$ cat src/rtl/excit_timing_gen.sv
// Excitation timing generator: settle, then a 50% Sync square wave with per-measurement
// period index; stops cleanly on a measurement boundary or immediately on Abort.
module excit_timing_gen #(
  parameter int PERIODS    = 8,
  parameter int SETTLE_CYC = 16,
  parameter int DIV_W      = 16
) (
  input  logic             Clk,
  input  logic             Rst,
  input  logic             Start,
  input  logic             StopReq,
  input  logic             Abort,
  input  logic [DIV_W-1:0] HalfDiv,
  output logic             EnExcit,
  output logic             Sync,
  output logic [7:0]       periodCnt,
  output logic             MeasDone,
  output logic             Busy
);

  typedef enum logic [1:0] {IDLE, SETTLE, RUN} state_t;

  localparam logic [7:0]   LAST_PER    = 8'(PERIODS - 1);
  localparam logic [15:0]  LAST_SETTLE = 16'(SETTLE_CYC - 1);
  localparam logic [DIV_W:0] ONE       = (DIV_W+1)'(1);

  state_t           state;
  logic [DIV_W-1:0] h;
  logic [DIV_W:0]   div_cnt;
  logic [DIV_W:0]   div_nxt;
  logic [DIV_W:0]   div_last;
  logic [DIV_W:0]   h_ext;
  logic [15:0]      settle_cnt;
  logic             stop_pend;
  logic             go_idle;

  assign h_ext    = {1'b0, h};
  assign div_last = {h, 1'b0} - ONE;
  assign div_nxt  = div_cnt + ONE;

  // Measurement boundary: periodCnt already wrapped to 0 at the last falling edge.
  always_comb begin
    go_idle = 1'b0;
    if (Abort)
      go_idle = 1'b1;
    else if (state == SETTLE && StopReq)
      go_idle = 1'b1;
    else if (state == RUN && div_cnt == div_last && stop_pend && periodCnt == 8'd0)
      go_idle = 1'b1;
  end

  always_ff @(posedge Clk) begin
    if (Rst || go_idle) begin
      state      <= IDLE;
      h          <= '0;
      div_cnt    <= '0;
      settle_cnt <= '0;
      stop_pend  <= 1'b0;
      EnExcit    <= 1'b0;
      Sync       <= 1'b0;
      periodCnt  <= 8'd0;
      MeasDone   <= 1'b0;
      Busy       <= 1'b0;
    end else begin
      MeasDone <= 1'b0;
      case (state)
        IDLE: begin
          if (Start) begin
            h          <= (HalfDiv == '0) ? DIV_W'(1) : HalfDiv;
            settle_cnt <= '0;
            state      <= SETTLE;
            EnExcit    <= 1'b1;
            Busy       <= 1'b1;
          end
        end
        SETTLE: begin
          if (settle_cnt == LAST_SETTLE) begin
            state   <= RUN;
            div_cnt <= '0;
            Sync    <= 1'b1;
          end else begin
            settle_cnt <= settle_cnt + 16'd1;
          end
        end
        RUN: begin
          if (StopReq)
            stop_pend <= 1'b1;
          if (div_cnt == div_last) begin
            div_cnt <= '0;
            Sync    <= 1'b1;
          end else begin
            div_cnt <= div_nxt;
            Sync    <= (div_nxt < h_ext);
            if (div_nxt == h_ext) begin
              if (periodCnt == LAST_PER) begin
                periodCnt <= 8'd0;
                MeasDone  <= 1'b1;
              end else begin
                periodCnt <= periodCnt + 8'd1;
              end
            end
          end
        end
        default: state <= IDLE;
      endcase
    end
  end

endmodule

$ cat config.mk
export PLATFORM = sky130hd
export DESIGN_NAME = excit_timing_gen
export DESIGN_NICKNAME = d
export VERILOG_FILES = /design/src/rtl/excit_timing_gen.sv
export SDC_FILE = /design/constraint.sdc
export NUM_CORES = 1
export LEC_CHECK = 0
export BUFFER_PORTS_ARGS = -buffer_cell sky130_fd_sc_hd__buf_4
export CAP_MARGIN = 20
export CORE_ASPECT_RATIO = 1.5
export CORE_UTILIZATION = 38
export CTS_BUF_LIST = sky130_fd_sc_hd__clkbuf_4 sky130_fd_sc_hd__clkbuf_8
export CTS_CLUSTER_DIAMETER = 150
export CTS_CLUSTER_SIZE = 8
export DETAILED_ROUTE_END_ITERATION = 7
export GPL_TIMING_DRIVEN = 0
export SYNTH_ARGS = -nofsm -noshare
export SYNTH_HDL_FRONTEND = slang
export SYNTH_SLANG_ARGS = --single-unit
$ cat constraint.sdc
create_clock -name Clk -period 2.8 [get_ports Clk]
set_clock_uncertainty 0.05 [all_clocks]
set_input_delay 0 -clock Clk [delete_from_list [all_inputs] [get_ports Clk]]
set_output_delay 0 -clock Clk [all_outputs]
set_load 0.02 [all_outputs]
* Word-level counts from Yosys, hierarchy flattened
Cells that the tools add are included. W data, S select, Z words.
Cells by class: $mul 0, reduce and logical (&&, ||, !) cells 17, div/mod/pow operators 0, shift operators 0, bitwise gates (word level) 3, multiplexer cells 18, equality and inequality tests 9, magnitude comparators 1, add/subtract/negate cells 4
Operator list (number):
- $mux W16 | 3
- $mux W17 | 2
- $pmux W17 S2 | 1
- $pmux W16 S2 | 1
- $add A17 B1 Y17 const B | 1
- $eq A17 B16 Y1 | 1
- $eq A17 B17 Y1 | 1
- $lt A17 B16 Y1 | 1
- $sub A17 B1 Y17 const B | 1
- $add A16 B1 Y16 const B | 1
- $eq A16 B4 Y1 const B | 1
- $logic_not A16 Y1 | 1
- $reduce_and A3 Y1 | 3
- $add A8 B1 Y8 const B | 1
- $eq A8 B3 Y1 const B | 1
- $logic_not A8 Y1 | 1
- $mux W8 | 1
- $mux W1 | 6
- $pmux W2 S3 | 1
- $reduce_and A2 Y1 | 3
- $logic_and A1 B1 Y1 | 4
- $mux W2 | 2
- $ne A2 B2 Y1 const B | 2
- $reduce_bool A2 Y1 | 2
- 8 further kinds | 10
Word-level totals: bits in writable memories 0, memories kept 0, ROM bits 0, latch bits 0, output and inout bits 12, flip-flop bits (word level) 63

* Longest topological paths before layout
Gate-level depths: netlist (run 1).
word-level depth 10, mapped depth 15, mapped depth without buffers 15

* Worst setup path before layout (run 1)
Ideal clock, no wire load.
path type reg-to-reg, start point register div_cnt[0], end point register periodCnt[4], setup time 0.114 ns, arrival 2.968 ns, stages on the path, launching flop included 15, path buffers 0, slack -0.332 ns, required time 2.636 ns, cells stage by stage dfxtp_1 > ha_1 > and3_1 > nand3_1 > and2_1 > or2_2 > ha_1 > nand4_1 > nor3_1 > nand2_1 > nor3_1 > nand2_1 > a21oi_1 > a21o_2 > o21ba_4
Between the ends: cells in the longest elaborated chain, start to end 8, elaborated cells between the ends (all ways) 12, classes of those cells 1 x add/sub; 2 x eq/ne; 3 x mux; 1 x bitwise; 5 x reduce/logical
RTL lines:
- from (decl) | RTL line 29 | logic [DIV_W:0] div_cnt;
- from (signal assigned) | RTL line 92 | div_cnt <= div_nxt;
- branches (longest 8 deep; another with $add A17 B1 Y17)
- to (signal assigned) | RTL line 99 | periodCnt <= periodCnt + 8'd1;
- to (decl) | RTL line 16 | output logic [7:0] periodCnt,
Parallel ways; which one is timed is not known. A chain may end at the register's enable or synchronous reset.

* Final worst setup path (run 1)
start point register div_cnt[0], end point register Sync
Between the ends: cells in the longest elaborated chain, start to end 8, elaborated cells between the ends (all ways) 12, classes of those cells 1 x add/sub; 1 x order compare; 1 x eq/ne; 5 x mux; 4 x reduce/logical
RTL lines:
- branches (longest 8 deep; another with $add A17 B1 Y17)
- to (signal assigned) | RTL line 93 | Sync <= (div_nxt < h_ext);
- to (decl) | RTL line 15 | output logic Sync,
Parallel ways; which one is timed is not known.

==> results.py, run 1 <==
metrics = {
    "floorplanning": {
        "floorplan.initialDensity_pct": 39.1,
        "die_x_um": 85.4,
        "core.rowCount": 45,
        "fp.dieH_um": 127,
        "placeableCoreArea_sq_um": 10100,
        "die_area_sq_um": 10800,
        "io-pin-count": 33,
    },
    "cts": {
        "cts_root_buffer": "clkbuf_8",
        "clock_buffer_depth": 2,
        "clock_tree.htree_level_count": 3,
        "clock_insertion_delay_worst_skew_ns": 0.35,
        "clkSlewWorstSetupHoldPaths_ns": 0.07,
        "cts_tree": "yes",
        "inserted_clock_buffers": 9,
        "cts.sinks": 63,
    },
    "global_routing": {
        "grt.total_usage_pct": 20.9,
        "via_count_of_the_first_global_routing_pass": 3866,
        "grt_first_pass_wirelength_mm": 17.8,
        "globalRoute.totalOverflow": 0,
        "grt_max_degree": 13,
        "number_of_antenna_violations_at_the_first_check_in_global_routing": 0,
    },
    "cells_and_area": {
        "sequential_cell_area_sq_um": 1300,
        "insertedDiodeCount": 0,
        "flow.area_growth_from_synthesis_pct": 35.0,
        "fill_cells": 964,
        "multi_input_area_sq_um": 2810,
        "post_route_cells_drive_above_1_share_pct": 29.5,
        "nets": 630,
    },
    "critical_path": {
        "worst-r2r-cell-count": 14,
        "critical_path_arrival_ns": 3.15,
        "start_kind": "register",
        "endpoint_kind": "register",
        "crit_required_ns": 3.01,
        "critical-path-slowest-cell": "dfxtp_4",
        "worst-path-stages": 14,
        "crit_path_max_fanout": 4,
        "critPathTopFamily": "compound AO/OA/AOI/OAI gates",
        "cell_seen_most_often_among_critical_path_stages": "ha_4",
        "critical_path.n_buffers_inverters": 0,
        "worstPathCellList": "ha_4 -> and3_4 -> nand3_4 -> and2_4 -> or2_4 -> ha_4 -> a21o_1 -> a21oi_2 -> nor2b_1 -> o31a_1 -> o21ai_2 -> a211oi_1 -> a2111o_1 -> a221oi_2",
        "path_class": "reg2reg",
        "critical-path-max-stage-delay_ns": 0.40,
    },
    "drt": {
        "num_vias": 3892,
        "ant_nets": 0,
        "drc_errors": 0,
        "wirelength_mm": 11.1,
        "post_drt_wl_per_cell_um": 15.6,
        "drt-initial-drc-count": 154,
        "detail_route.vias_per_cell": 5.48,
        "drtPass1Iterations": 5,
    },
    "timing": {
        "final_critical_path_setup_slack_ns": -0.139,
        "achievable-frequency_ghz": 0.340,
        "setup_violations": 5,
        "totalNegativeSetupSlack_ns": -0.398,
        "hold-worst-slack_ns": 0.113,
        "setup_repair_after_global_routing_missed_its_margin": "true",
        "min_period_ns": 2.94,
        "slew_viol_final": 0,
        "period_share_pct": 105,
        "max-slew-margin-rel_pct": 61.9,
        "timing_hold_violations_final": 0,
        "worst_pin_slew_ns": 0.566,
    },
    "synthesis": {
        "ys_seq_area_share_pct": 31.8,
        "area_of_the_mapped_netlist_sq_um": 3960,
        "ys_seq_elements": 63,
        "synth_cell_type_count": 60,
        "synth_nets": 543,
        "syn-instance-count": 501,
        "number_of_warnings_issued_by_yosys": 0,
        "share_of_async_settable_or_async_resettable_flops_after_synthesis_pct": 0,
        "synth_edf_count": 0,
        "synthesis.area_per_instance_sq_um": 7.90,
        "postSynth.topFlopCell": "dfxtp_1",
    },
    "hold_path": {
        "min_path_cells": 5,
        "worst_min_delay_path_class": "in2reg",
    },
    "status": {
        "run_status": "finished with violations",
        "failed_checks": "negative setup slack",
    },
    "job": {
        "drv_cap": 0,
    },
    "power_and_ir_drop": {
        "vdd.ir_drop.worst_uv": 301,
        "power.leakage_nw": 2.06,
        "powerDensity_nw_per_um2": 363,
    },
    "place": {
        "buffer_ports.inserted": 32,
        "place_hpwl_mm": 7.76,
        "globalplace.congestion": 0.914,
    },
}
## registers in the layout, summed over array words and instances (netlist names)
| register | flops |
|---|---|
| periodCnt | 8 |
| div_cnt | 17 |
| h | 16 |
| Busy | 1 |
| state | 2 |
| MeasDone | 1 |
| stop_pend | 1 |
| settle_cnt | 16 |
| Sync | 1 |
## per-stage QoR
stage / power, mW / instances / instance area, sq um / worst slack (ns) / utilization (%)
finish: 1.94 / 710 / 5350 / -0.139 / 52.8
global route: 2.03 / 710 / 5350 / -0.275 / 52.8
floorplan: 1.10 / 501 / 4020 / -0.0248 / -
detailed placement: 1.17 / 650 / 4400 / -0.637 / 43.4
global placement: 1.17 / 650 / 4400 / -0.615 / 43.4
CTS: 1.93 / 696 / 5040 / -0.176 / 49.7
## cells in the mapped netlist (10+ instances only)
master    n  share of area [%]
inv_1    27                2.6
ha_1     21                6.6
nor3_1   14                1.8
nand4_1  14                2.2
nor4_1   11                1.7
xor2_1   19                4.2
o21ai_0  10                1.3
nand3_1  18                2.3
a22oi_1  10                1.9
nor2_1   54                5.1
nand2_1  65                6.2
dfxtp_1  63                 32
xnor2_1  23                5.1
nor2b_1  11                1.7
a21oi_1  40                5.1
## cells by family after synthesis
family | count (synthesis) | synth area share (%)
adders and majority gates | 21 | 6.64
AOI/OAI and AO/OA | 101 | 17.6
and+or+nand+nor | 222 | 28.3
buffers and inverters | 50 | 5.78
muxes | 2 | 0.506
DFF | 63 | 31.8
xor gates and xnor gates | 42 | 9.29
## final cells by class
cell class	count	area share, %
multi-input cells	388	52.6
flip-flops and latches	63	24.3
repair buffers	79	12.0
plain buffers	20	2.95
well taps	117	2.74
clock buffers	10	2.57
inverters	27	1.90
clock inverters	6	0.842
## placed cells by master (no fill, tap or decap), drive strengths merged, types with 5 or more instances in the layout
cell type	count
xor2	19
buf	76
a21oi	41
ha	21
nand4	14
nand2	65
dlygate4sd3	17
dfxtp	63
nor3	14
nor4	13
a22oi	10
and3	9
nand3	18
nor2	54
a21o	6
or2	7
clkbuf	16
xnor2	23
nor2b	11
a31o	5
o21ai	10
inv	28
## per-layer routing
metal	up-vias	GRT usage [%]	share of wire, %
met2	76	40.1	56
met1	1849	21.7	38
met5	-	0	0
met4	0	10.2	3.0
met3	27	3.29	3.0
li1	1940	-	-
## final timing paths
| check | startpoint | end | slack, ns |
|---|---|---|---|
| setup / recovery | div_cnt[0] | Sync | -0.14 |
| hold / removal | Abort | Sync | 0.11 |
| setup reg to reg | div_cnt[0] | Sync | -0.14 |
| hold reg to reg | stop_pend | stop_pend | 0.43 |
## power by group
group	leakage, nW	total [mW]	switching [mW]	internal (mW)
combinational	1.46	0.299	0.157	0.142
sequential	0.518	0.911	0.0153	0.896
clock	0.0849	0.728	0.381	0.347
## what timing repair did
item,4_1_cts,5_1_grt
setup buffers,16,13
endpoints found under the setup margin,62,59
resized for setup,48,44
gates cloned,0,1
hold buffers,17,0
hold endpoints to repair,17,0
pin swaps,16,19
## worst min-delay path: stages
cell and delay [ns]:
buf_4 0.08, a211o_1 0.10, a21o_1 0.09, buf_6 0.15
a221oi_2 0.04
(Power assumes the default switching activity.)
==> run 2, diff against run 1 <==
--- a/config.mk
+++ b/config.mk
@@ -8,12 +8,14 @@
 export BUFFER_PORTS_ARGS = -buffer_cell sky130_fd_sc_hd__buf_4
 export CAP_MARGIN = 20
 export CORE_ASPECT_RATIO = 1.5
+export CORE_MARGIN = 2
 export CORE_UTILIZATION = 38
 export CTS_BUF_LIST = sky130_fd_sc_hd__clkbuf_4 sky130_fd_sc_hd__clkbuf_8
 export CTS_CLUSTER_DIAMETER = 150
 export CTS_CLUSTER_SIZE = 8
 export DETAILED_ROUTE_END_ITERATION = 7
 export GPL_TIMING_DRIVEN = 0
+export REMOVE_ABC_BUFFERS = 1
 export SYNTH_ARGS = -nofsm -noshare
 export SYNTH_HDL_FRONTEND = slang
 export SYNTH_SLANG_ARGS = --single-unit
==> run 2 against run 1 <==
Effect of this change: the run still ends with negative setup slack left; routed wire length up 1.3%; non-clock buffer count down 13; maximum frequency down 2.4%; count of clock-buffer cells in the layout up 1; power up 10%; critical path depth up 2; register-to-register slack worse by 0.07 ns; core utilization down 0.57 points; critical endpoint is now periodCnt[4].
==> results.py, run 2 (same netlist as run 1, synthesis figures left out) <==
metrics = {
    "status": {
        "run_status": "finished with violations",
        "failed_checks": "negative setup slack",
    },
    "cts": {
        "cts_tree": "yes",
        "clkSlewWorstSetupHoldPaths_ns": 0.08,
        "cts.sinks": 63,
        "clock_insertion_delay_worst_skew_ns": 0.36,
        "clock_buffer_depth": 2,
        "cts_root_buffer": "clkbuf_8",
        "clock_tree.htree_level_count": 3,
        "inserted_clock_buffers": 9,
    },
    "critical_path": {
        "path_class": "reg2reg",
        "critical_path.n_buffers_inverters": 1,
        "cell_seen_most_often_among_critical_path_stages": "nand2_2",
        "critical_path_arrival_ns": 3.21,
        "critical-path-max-stage-delay_ns": 0.37,
        "critical-path-slowest-cell": "dfxtp_4",
        "crit_path_max_fanout": 7,
        "worstPathCellList": "ha_4 -> and3_4 -> buf_6 -> nand4_1 -> nor2_2 -> and3_4 -> xor2_2 -> ha_1 -> nand2_2 -> nor2_2 -> nand2_2 -> nor3_4 -> nand2_2 -> a21oi_4 -> a21o_4 -> o21ba_4",
        "setup.reg_to_reg.worst_slack_ns": -0.21,
        "worst-path-stages": 16,
        "rr_startpoint": "div_cnt[1]",
        "worst_r2r_endpoint": "periodCnt[4]",
        "crit_required_ns": 3.00,
        "worst-r2r-cell-count": 16,
        "endpoint_kind": "register",
        "start_kind": "register",
        "critPathTopFamily": "simple AND/OR/NAND/NOR gates",
    },
    "cells_and_area": {
        "post_route_cells_drive_above_1_share_pct": 27.6,
        "final_cell_count_no_fill": 700,
        "fill_cells": 959,
        "registers.top_by_ff_count": "div_cnt",
        "most-common-layout-cells": "64 x buf_4, 61 x nand2_1, 51 x dfxtp_1",
        "number_of_flip_flops_under_the_largest_register_name": 17,
        "multi_input_area_sq_um": 2810,
        "largest_registers": "div_cnt (17), h (16), settle_cnt (16)",
        "sequential_cell_area_sq_um": 1290,
        "insertedDiodeCount": 0,
        "most_common_cell_after_layout_fill_and_taps_aside": "buf_4",
        "nets": 620,
        "flow.area_growth_from_synthesis_pct": 33.6,
    },
    "timing": {
        "max-slew-margin-rel_pct": 34.3,
        "timing_hold_violations_final": 0,
        "setup_violations": 10,
        "period_share_pct": 107,
        "min_period_ns": 3.01,
        "final_critical_path_setup_slack_ns": -0.209,
        "worst_pin_slew_ns": 0.986,
        "slew_viol_final": 0,
        "achievable-frequency_ghz": 0.332,
        "setup_repair_after_global_routing_missed_its_margin": "true",
    },
    "global_routing": {
        "via_count_of_the_first_global_routing_pass": 3888,
        "globalRoute.totalOverflow": 0,
        "grt.total_usage_pct": 20.3,
        "grt_first_pass_wirelength_mm": 18.0,
        "grt_max_degree": 23,
        "number_of_antenna_violations_at_the_first_check_in_global_routing": 0,
    },
    "place": {
        "globalplace.congestion": 0.873,
        "place_ws_ns": -1.13,
        "place_hpwl_mm": 7.16,
        "buffer_ports.inserted": 32,
        "dp.cells": 629,
    },
    "floorplanning": {
        "io-pin-count": 33,
        "die_area_sq_um": 11300,
        "die_x_um": 87.4,
        "placeableCoreArea_sq_um": 10100,
        "floorplan.initialDensity_pct": 39.1,
        "core.rowCount": 45,
        "fp.dieH_um": 129,
    },
    "drt": {
        "wirelength_mm": 11.2,
        "num_vias": 3929,
        "drt-initial-drc-count": 203,
        "drc_errors": 0,
        "drtPass1Iterations": 4,
        "detail_route.vias_per_cell": 5.61,
        "post_drt_wl_per_cell_um": 16.0,
        "ant_nets": 0,
    },
    "hold_path": {
        "worst_min_delay_path_class": "in2reg",
        "min_path_cells": 4,
        "min-delay-start": "Start",
        "min_to": "h[2]",
    },
    "power_and_ir_drop": {
        "powerDensity_nw_per_um2": 403,
        "vdd.ir_drop.worst_uv": 232,
        "power.leakage_nw": 2.04,
    },
    "job": {
        "drv_cap": 0,
    },
}
==> run 2: changes by cell type in the layout (fill, tap and decap cells not counted), moves of 4 or more <==
| cell | before | now |
|---|---|---|
| a21oi_2 | 5 | 1 |
| dfxtp_2 | 2 | 8 |
| clkbuf_1 | 5 | 0 |
| buf_6 | 8 | 4 |
| dfxtp_4 | 10 | 4 |
==> run 2: cell type report <==
cell class | count | share of cell area, %
inverters | 27 | 1.92
clock inverters | 5 | 1.51
clock buffers | 11 | 2.86
multi-input cells | 391 | 53.2
well taps | 117 | 2.77
repair buffers | 86 | 13.4
flip-flops and latches | 63 | 24.3
==> run 2: how the worst max path moves through the flow <==
| stage | start | to | slack (ns) |
|---|---|---|---|
| 6_report | div_cnt[1] | periodCnt[4] | -0.21 |
| 5_1_grt | div_cnt[1] | periodCnt[4] | -0.34 |
| 4_1_cts | div_cnt[1] | periodCnt[4] | -0.20 |
| 3_5_place_dp | div_cnt[0] | periodCnt[4] | -1.13 |
| 3_3_place_gp | div_cnt[0] | periodCnt[4] | -1.63 |
| 2_1_floorplan | div_cnt[0] | periodCnt[4] | -0.81 |
==> run 2: power by group <==
part | switching (mW) | internal, mW
Sequential | 0.0187 | 0.902
Combinational | 0.152 | 0.135
Clock | 0.378 | 0.548
Total | 0.549 | 1.58
==> run 2: layer usage <==
metal	track usage, %	vias to the layer above	part of all wire (%)
met1	21.3	1893	39
li1	-	1919	-
met4	11.3	0	3.9
met3	3.25	37	2.6
met5	0	-	0
met2	37.7	80	54
==> run 2: through the flow <==
| stage | TNS, ns | utilization, % | instance area [sq um] | hold slack (ns) | power, mW |
|---|---|---|---|---|---|
| finish | -1.43 | 52.2 | 5290 | 0.162 | 2.13 |
| global route | -2.75 | 52.2 | 5290 | 0.202 | 2.21 |
| detailed placement | -33.12 | 41.9 | 4250 | 0.195 | 1.16 |
| floorplan | -10.18 | - | 3830 | 0.0860 | 1.09 |
| global placement | -61.77 | 41.6 | 4220 | 0.192 | 1.16 |
| CTS | -2.19 | 51.1 | 5180 | 0.209 | 2.14 |
==> run 2: worst min-delay path, stage by stage <==
cell and delay [ns]:
buf_4 0.11, and2_2 0.27, nand2_1 0.10, a21oi_1 0.05
==> run 2: timing repair <==
item                       in CTS  in global routing
cloned                          3                  0
setup endpoints to repair      63                 63
resized for setup              62                 17
hold endpoints to repair       17                  0
pin swaps                      26                 16
hold buffers                   17                  0
setup buffers                  30                  5
==> run 3, diff against run 2 <==
--- a/config.mk
+++ b/config.mk
@@ -9,12 +9,13 @@
 export CAP_MARGIN = 20
 export CORE_ASPECT_RATIO = 1.5
 export CORE_MARGIN = 2
-export CORE_UTILIZATION = 38
+export CORE_UTILIZATION = 56
 export CTS_BUF_LIST = sky130_fd_sc_hd__clkbuf_4 sky130_fd_sc_hd__clkbuf_8
 export CTS_CLUSTER_DIAMETER = 150
 export CTS_CLUSTER_SIZE = 8
 export DETAILED_ROUTE_END_ITERATION = 7
 export GPL_TIMING_DRIVEN = 0
+export PLACE_DENSITY = 0.78
 export REMOVE_ABC_BUFFERS = 1
 export SYNTH_ARGS = -nofsm -noshare
 export SYNTH_HDL_FRONTEND = slang
==> constraint.sdc (replaced) <==
create_clock -name Clk -period 2.4 [get_ports Clk]
set_clock_uncertainty 0.05 [all_clocks]
set_input_delay 0 -clock Clk [delete_from_list [all_inputs] [get_ports Clk]]
set_output_delay 0 -clock Clk [all_outputs]
set_load 0.02 [all_outputs]
==> run 3 against run 2 <==
Effect of this change: the flow still finishes with violations (negative setup slack); register-to-register slack lost 0.52 ns; core utilization grew 32 points; largest power group is now registers; setup slack lost 0.52 ns; routed wire length grew 25%; hold slack lost 0.0050 ns; non-clock buffer count grew 22; clock power grew 14%; power grew 19%; largest cell class unchanged; sequential share of layout area shrank 1.6 points; cell area grew 9.7%; first-iteration DRC count grew 90%; die area shrank 31%.
==> results.py, run 3 (same netlist as run 1, synthesis figures left out) <==
metrics = {
    "timing": {
        "achievable-frequency_ghz": 0.320,
        "setup_repair_after_global_routing_missed_its_margin": "true",
        "final_critical_path_setup_slack_ns": -0.728,
        "min_period_ns": 3.13,
        "timing_hold_violations_final": 0,
        "max-slew-margin-rel_pct": 45.2,
        "slew_viol_final": 0,
        "period_share_pct": 130,
        "setup_violations": 63,
        "worst_pin_slew_ns": 0.820,
    },
    "drt": {
        "drc_errors": 0,
        "drt-initial-drc-count": 386,
        "num_vias": 4501,
        "post_drt_wl_per_cell_um": 20.6,
        "drtPass1Iterations": 5,
        "wirelength_mm": 14.1,
        "detail_route.vias_per_cell": 6.61,
        "ant_nets": 0,
    },
    "critical_path": {
        "crit_path_max_fanout": 7,
        "critPathTopFamily": "simple AND/OR/NAND/NOR gates",
        "crit_required_ns": 2.61,
        "path_class": "reg2reg",
        "start_kind": "register",
        "critical_path_arrival_ns": 3.33,
        "critical_path.n_buffers_inverters": 1,
        "critical-path-max-stage-delay_ns": 0.39,
        "critical-path-slowest-cell": "dfxtp_4",
        "endpoint_kind": "register",
        "worstPathCellList": "nand3_4 -> nor2_4 -> nand2_2 -> nor2_2 -> nor2b_1 -> or2_2 -> ha_4 -> nand3_1 -> nor3_2 -> nand2_1 -> nor3_4 -> buf_6 -> nand2_4 -> a21oi_4 -> a21o_4 -> o21ba_4",
    },
    "cts": {
        "inserted_clock_buffers": 9,
        "cts_tree": "yes",
        "clkSlewWorstSetupHoldPaths_ns": 0.08,
        "clock_buffer_depth": 2,
        "cts.sinks": 63,
        "clock_tree.htree_level_count": 3,
        "cts_root_buffer": "clkbuf_8",
        "clock_insertion_delay_worst_skew_ns": 0.37,
    },
    "floorplanning": {
        "io-pin-count": 33,
        "core.rowCount": 37,
        "die_x_um": 72.7,
        "die_area_sq_um": 7770,
        "floorplan.initialDensity_pct": 57.8,
        "placeableCoreArea_sq_um": 6850,
        "fp.dieH_um": 107,
    },
    "cells_and_area": {
        "final_area_sq_um": 5800,
        "most-common-layout-cells": "71 x buf_4, 61 x nand2_1, 45 x dfxtp_1",
        "final_cell_count_no_fill": 681,
        "post_route_cells_drive_above_1_share_pct": 40.6,
        "number_of_flip_flops_under_the_largest_register_name": 17,
        "most_common_cell_after_layout_fill_and_taps_aside": "buf_4",
        "post-route-util_pct": 84.6,
        "nets": 642,
        "flow.area_growth_from_synthesis_pct": 46.4,
        "insertedDiodeCount": 0,
        "largest_registers": "div_cnt (17), h (16), settle_cnt (16)",
        "registers.top_by_ff_count": "div_cnt",
        "fill_cells": 340,
    },
    "job": {
        "drv_cap": 0,
    },
    "global_routing": {
        "grt_max_degree": 21,
        "via_count_of_the_first_global_routing_pass": 4480,
        "globalRoute.totalOverflow": 0,
        "grt_first_pass_wirelength_mm": 20.5,
        "number_of_antenna_violations_at_the_first_check_in_global_routing": 0,
        "grt.total_usage_pct": 34.2,
    },
    "power_and_ir_drop": {
        "total_power_mw": 2.55,
        "power.leakage_nw": 2.22,
        "vdd.ir_drop.worst_uv": 428,
        "powerDensity_nw_per_um2": 439,
    },
    "place": {
        "dp.cells": 591,
        "globalplace.congestion": 0.915,
        "buffer_ports.inserted": 32,
        "place_ws_ns": -1.74,
        "placedInstanceArea_sq_um": 4220,
        "place_hpwl_mm": 6.82,
    },
    "status": {
        "failed_checks": "negative setup slack",
        "run_status": "finished with violations",
    },
    "hold_path": {
        "worst_min_delay_path_class": "in2reg",
    },
}
==> run 3: cell types whose count changed in the layout (fill, tap and decap cells not counted), moves of 10 or more <==
| cell | change |
|---|---|
| a21oi_2 | +17 |
| a21oi_1 | -18 |
| buf_6 | +11 |
| dfxtp_4 | +10 |
| nor2_1 | -16 |
| nor2_2 | +14 |
==> run 3: path summary, 6_finish.rpt <==
check / cells past startpoint / to / slack [ns] / startpoint
worst max-delay path: 16 / periodCnt[4] / -0.73 / div_cnt[0]
worst min-delay path: 4 / h[9] / 0.16 / Abort
worst max register to register: 16 / periodCnt[4] / -0.73 / div_cnt[0]
worst min register to register: 2 / Sync / 0.42 / Sync
==> run 3: layer usage <==
| metal | wire, um | track usage (%) | vias to the layer above | part of all wire [%] |
|---|---|---|---|---|
| met4 | 985 | 22.8 | 0 | 7.0 |
| met5 | 0 | 0 | - | 0 |
| met2 | 7320 | 61.4 | 275 | 52 |
| met3 | 907 | 5.92 | 111 | 6.5 |
| li1 | - | - | 1969 | - |
| met1 | 4850 | 35.2 | 2146 | 34 |
==> run 3: stage by stage <==
| step | TNS (ns) | hold slack, ns |
|---|---|---|
| after floorplan | -35.06 | 0.0860 |
| after global placement | -80.19 | 0.190 |
| after detailed placement | -58.86 | 0.210 |
| after CTS | -11.39 | 0.0984 |
| after global routing | -26.09 | 0.172 |
| final | -20.10 | 0.157 |
==> run 3: cell type report <==
class,count,area (sq um),area share [%]
Multi-Input combinational cell,391,3080,53.1
Sequential cell,63,1320,22.7
Clock buffer,11,151,2.61
Tap cell,78,97.6,1.68
Clock inverter,3,67.6,1.17
Inverter,27,106,1.83
Timing Repair Buffer,108,980,16.9
==> run 3: tightest hold or removal path: stages <==
cell and delay, ns:
buf_4 0.08, a211o_1 0.22, a21o_4 0.20, a21oi_2 0.04
==> run 3: timing repair <==
item,4_1_cts,5_1_grt
cloned,6,0
buffers inserted,42,16
endpoints found under the hold margin,17,0
hold buffers,17,0
setup endpoints to repair,63,63
pin swaps,57,35
gates resized for setup,131,59
==> run 3: report_power, final <==
part           internal [mW]  total [mW]  switching, mW  leakage (nW)
combinational          0.197       0.421          0.224          1.59
sequential              1.04        1.07         0.0234         0.522
clock                  0.630        1.06          0.431         0.108
